### src/rtl/step_sequencer.sv
// Tempo-driven note step sequencer over a writable pattern RAM.
// Optional per-step accent bit enabled by defining SEQ_ACCENT_EN.
module step_sequencer #(
  parameter int ADDR_W = 4,
  parameter int NOTE_W = 7
) (
  input  logic              clk,
  input  logic              rst,
  input  logic              tick_in,
  input  logic              run,
  input  logic [ADDR_W-1:0] len_m1,
  input  logic              wr_en,
  input  logic [ADDR_W-1:0] wr_addr,
`ifdef SEQ_ACCENT_EN
  input  logic [NOTE_W:0]   wr_data,
`else
  input  logic [NOTE_W-1:0] wr_data,
`endif
  output logic [NOTE_W-1:0] note,
  output logic              gate,
  output logic              step_strobe,
  output logic [ADDR_W-1:0] step_idx,
  output logic              playing
`ifdef SEQ_ACCENT_EN
  ,
  output logic              accent
`endif
);

  localparam int STEPS = 2 ** ADDR_W;
`ifdef SEQ_ACCENT_EN
  localparam int DW = NOTE_W + 1;
`else
  localparam int DW = NOTE_W;
`endif

  typedef enum logic [1:0] {
    IDLE,
    ARMED,
    PLAYING
  } state_t;

  state_t            r_state;
  state_t            w_next;
  logic [DW-1:0]     r_mem [STEPS];
  logic              r_s1;
  logic              r_s2;
  logic              r_s3;
  logic              w_rise;
  logic              w_fall;
  logic              w_play;
  logic [ADDR_W-1:0] w_nidx;
  logic [DW-1:0]     w_rd;
  logic [NOTE_W-1:0] r_note;
  logic              r_gate;
  logic              r_strobe;
  logic [ADDR_W-1:0] r_idx;
  logic              r_acc;

  assign w_rise = r_s2 & ~r_s3;
  assign w_fall = ~r_s2 & r_s3;
  assign w_rd   = r_mem[w_nidx];

  // Synchronise the tempo input and keep one history bit for edge detect.
  always_ff @(posedge clk or posedge rst) begin
    if (rst) begin
      r_s1 <= 1'b0;
      r_s2 <= 1'b0;
      r_s3 <= 1'b0;
    end else begin
      r_s1 <= tick_in;
      r_s2 <= r_s1;
      r_s3 <= r_s2;
    end
  end

  // Pattern RAM; reads are combinational so a same-edge write is not seen.
  always_ff @(posedge clk or posedge rst) begin
    if (rst) begin
      for (int i = 0; i < STEPS; i++) begin
        r_mem[i] <= '0;
      end
    end else if (wr_en) begin
      r_mem[wr_addr] <= wr_data;
    end
  end

  // State register.
  always_ff @(posedge clk or posedge rst) begin
    if (rst) begin
      r_state <= IDLE;
    end else begin
      r_state <= w_next;
    end
  end

  // Next state plus the step to play on this edge, if any.
  always_comb begin
    w_next = r_state;
    w_play = 1'b0;
    w_nidx = '0;
    unique case (r_state)
      IDLE: begin
        if (run) w_next = ARMED;
      end
      ARMED: begin
        if (!run) begin
          w_next = IDLE;
        end else if (w_rise) begin
          w_next = PLAYING;
          w_play = 1'b1;
        end
      end
      PLAYING: begin
        if (!run) begin
          w_next = IDLE;
        end else if (w_rise) begin
          w_play = 1'b1;
          w_nidx = (r_idx >= len_m1) ? '0
                 : r_idx + ADDR_W'(1);
        end
      end
      default: w_next = IDLE;
    endcase
  end

  // Output registers: load a step on play, drop the gate on fall or stop.
  always_ff @(posedge clk or posedge rst) begin
    if (rst) begin
      r_note   <= '0;
      r_gate   <= 1'b0;
      r_strobe <= 1'b0;
      r_idx    <= '0;
      r_acc    <= 1'b0;
    end else begin
      r_strobe <= w_play;
      if (!run) begin
        r_gate <= 1'b0;
        r_idx  <= '0;
        r_acc  <= 1'b0;
      end else if (w_play) begin
        r_idx  <= w_nidx;
        r_note <= w_rd[NOTE_W-1:0];
        r_gate <= |w_rd[NOTE_W-1:0];
        r_acc  <= w_rd[DW-1] & (DW > NOTE_W);
      end else if (w_fall && r_state != IDLE) begin
        r_gate <= 1'b0;
        r_acc  <= 1'b0;
      end
    end
  end

  assign note        = r_note;
  assign gate        = r_gate;
  assign step_strobe = r_strobe;
  assign step_idx    = r_idx;
  assign playing     = (r_state == PLAYING);
`ifdef SEQ_ACCENT_EN
  assign accent      = r_acc;
`endif

endmodule

### config.mk
export PLATFORM = sky130hd
export DESIGN_NAME = step_sequencer
export DESIGN_NICKNAME = d
export VERILOG_FILES = /design/src/rtl/step_sequencer.sv
export SDC_FILE = /design/constraint.sdc
export NUM_CORES = 1
export LEC_CHECK = 0
export BUFFER_PORTS_ARGS = -buffer_cell sky130_fd_sc_hd__buf_2
export CORE_MARGIN = 2
export CORE_UTILIZATION = 57
export DETAILED_ROUTE_END_ITERATION = 10
export GPL_TIMING_DRIVEN = 0
export PLACE_DENSITY_LB_ADDON = 0.05
export SKIP_CTS_REPAIR_TIMING = 1
export SLEW_MARGIN = 5
export SYNTH_ARGS = -nofsm -noshare
export SYNTH_HDL_FRONTEND = slang
export SYNTH_SLANG_ARGS = --single-unit
export TNS_END_PERCENT = 50
### constraint.sdc
create_clock -name clk -period 5.5 [get_ports clk]
set_input_delay 0.55 -clock clk [delete_from_list [all_inputs] [get_ports clk]]
set_output_delay 0.55 -clock clk [all_outputs]
set_load 0.05 [all_outputs]
==> impl_metrics.py <==
metrics = {
    "clock_network": {
        "numCtsBuffers": 17,
        "cts_tree": "done",
        "path_clk_slew_ps": 60,
        "clock-sinks": 130,
        "clock_path_buffers": 2,
        "h-tree-depth": 4,
        "cts_root_buffer": "clkbuf_8",
        "clkLatencyLatePin_ps": 530,
    },
    "critical_path": {
        "r2r_start": "step_idx[0]$_DFFE_PP0P_",
        "path_class": "reg2reg",
        "end_kind": "flip-flop",
        "worstSetupEndpoint": "gate$_DFFE_PP0P_",
        "required_ps": 5910,
        "timing.rr.end": "gate$_DFFE_PP0P_",
        "crit_arrival_ps": 4200,
        "worstSetupStartpointType": "flip-flop",
        "r2r_setup_slack_ps": 1710,
        "cp-startpoint": "step_idx[0]$_DFFE_PP0P_",
        "crit_fanout": 10,
        "worstPathCellList": "buf_6 > clkinv_1 > ha_1 > or3b_1 > o2111a_1 > nor2_2 > o21a_1 > o21ai_0 > a211oi_1 > nand4_1 > o41a_1",
        "cpPeakStageDelay_ps": 460,
        "crit_slowest_cell": "a211oi_1",
        "ff2ff_path_depth": 11,
    },
    "routing": {
        "avgRoutedWirePerCell_um": 22.2,
        "vias": 4455,
        "ant_nets": 0,
        "drcViolationCount": 0,
        "drtIter0Drc": 349,
        "routed_wl_um": 15900,
        "drt-pass1-iter-count": 8,
        "vias_per_cell": 6.22,
    },
    "floorplanning": {
        "start_util_pct": 58.0,
        "core_um2": 10800,
        "rows": 38,
        "die_h_um": 109,
        "io_pins": 34,
        "die_area_um2": 11800,
        "die_x_um": 109,
    },
    "placement": {
        "gp_congestion": 0.950,
        "place_hpwl_um": 10900,
        "place_worst_setup_slack_ps": 1810,
        "port_buffers": 33,
    },
    "logic_synthesis": {
        "synth_warnings": 0,
        "synth_edf_count": 0,
        "ys_seq_area_share_pct": 51.9,
        "syn_avg_cell_area_um2": 12.3,
        "synth_area_um2": 6260,
        "syn_inst": 510,
        "synth_commonest_cells": "dfrtp_1 (130), mux2_2 (117), nor2_1 (27)",
        "async_flop_share_pct": 100,
        "yosys-top-cells-area": "dfrtp_1 (52%), mux2_2 (21%), mux2i_1 (3.8%), o21ai_0 (1.9%), nor2_1 (1.6%)",
        "synth_cell_type_count": 57,
        "synth_ff_type": "dfrtp_1",
        "yosys.area.top_type": "dfrtp_1",
        "synth_nets": 538,
        "synth_seq_cells": 130,
        "synth.most_common_cell": "dfrtp_1",
        "synth_top_area_share_pct": 51.9,
    },
    "outcome": {
        "status": "finished, final reports clean",
    },
    "finish": {
        "n_antenna_cell": 0,
        "layout-drive-gt1-share_pct": 34.5,
        "post-route-util_pct": 66.8,
        "syn2layout_area_growth_pct": 15.1,
        "final_nets": 591,
        "fillers": 815,
    },
    "sta": {
        "tns_ps": 0,
        "fin_crit_ps": 3790,
        "hold_violations": 0,
        "tightest_slew_ps": 994,
        "skew_ps": 5.22,
        "max_slew_margin_pct": 33.7,
        "setup_viol": 0,
        "rsz0062_at_grt": "no",
        "fmax_mhz": 264,
        "period_share_pct": 68.9,
        "slew_viol_final": 0,
        "fin_ws_ps": 1710,
    },
    "min_path": {
        "hp-class": "in2async",
    },
    "global_route": {
        "antenna_found_initial": 0,
        "grt_pass1_vias": 4588,
        "overflow": 0,
        "grt_max_degree": 75,
        "grt_pass1_wl_um": 25200,
        "grt.total_usage_pct": 29.5,
    },
    "run": {
        "cap_viol_max_count": 0,
    },
    "power_and_ir_drop": {
        "pwr_density_cell_nw_per_um2": 412,
        "power_leakage_nw": 3.08,
        "max-vdd-ir-drop_mv": 0.273,
    },
}
## cell type report
| class | instances | area (um^2) | share of cell area (%) |
|---|---|---|---|
| buffer | 28 | 120 | 1.67 |
| clock buffer | 23 | 467 | 6.47 |
| clock inverter | 9 | 105 | 1.46 |
| inverter | 11 | 46.3 | 0.642 |
| multi-input combinational | 341 | 2850 | 39.5 |
| sequential | 130 | 3250 | 45.1 |
| tap | 140 | 175 | 2.43 |
| timing repair buffer | 34 | 193 | 2.67 |
## power by group
group / leakage [nW] / internal, mW / switching, mW
Combinational: 1.19 / 0.265 / 0.332
Sequential: 1.61 / 1.18 / 0.115
Clock: 0.282 / 0.679 / 0.399
## flip-flops by register name, summed over array words and instances (netlist names)
name / flops
note: 7
gate: 1
r_state: 2
step_strobe: 1
r_s2: 1
r_mem: 112
step_idx: 4
r_s1: 1
r_s3: 1
## worst max-delay path, delay by kind of cell, from the launching register on
kind / cells / cell delay (ps)
AOI/OAI and AO/OA: 5 / 1300
and+or+nand+nor: 3 / 1020
buffers and inverters: 2 / 530
DFF: 1 / 450
adders and majority gates: 1 / 370
## kinds of logic (layout without fill, tap and decap cells)
group	count (synthesis)	after routing	share of synthesized area [%]
mux	143	143	25.5
buf+inv	39	105	2.58
fa+ha+maj	8	8	1.60
flops	130	130	51.9
compound gates	90	90	10.2
simple gates	100	100	8.23
## routing by layer
layer	GRT usage, %	wire [um]	up-vias
met1	37.9	6860	2268
met5	0	0	-
met2	47.5	7560	157
met3	7.23	967	51
met4	13.4	536	0
li1	-	-	1979
## how the worst min path moves through the flow
stage	endpoint	slack (ps)	start	depth (start not counted)
floorplan	r_s2$_DFF_PP0_	330	r_s1$_DFF_PP0_	0
global placement	r_s2$_DFF_PP0_	330	r_s1$_DFF_PP0_	0
detailed placement	r_s2$_DFF_PP0_	360	r_s1$_DFF_PP0_	0
CTS	r_s1$_DFF_PP0_	100	tick_in	1
global route	r_s1$_DFF_PP0_	100	tick_in	1
finish	r_s1$_DFF_PP0_	120	rst	2
## stage by stage
step	power [mW]	cells	hold WS, ps	cell area [um^2]
global placement	1.87	683	334	6600
floorplan	1.73	510	331	6260
CTS	2.98	716	103	7210
finish	2.97	716	119	7210
global route	3.11	716	102	7210
detailed placement	1.90	684	358	6640
## layout by cell type, fill, tap and decap left out, drive strengths merged, types with 8 or more instances in the layout
| master | n |
|---|---|
| a211oi | 8 |
| a21oi | 8 |
| buf | 42 |
| clkbuf | 43 |
| dfrtp | 130 |
| ha | 8 |
| inv | 10 |
| mux2 | 118 |
| mux2i | 24 |
| nand2 | 26 |
| nor2 | 28 |
| o21ai | 26 |
(Power assumes the default switching activity.)
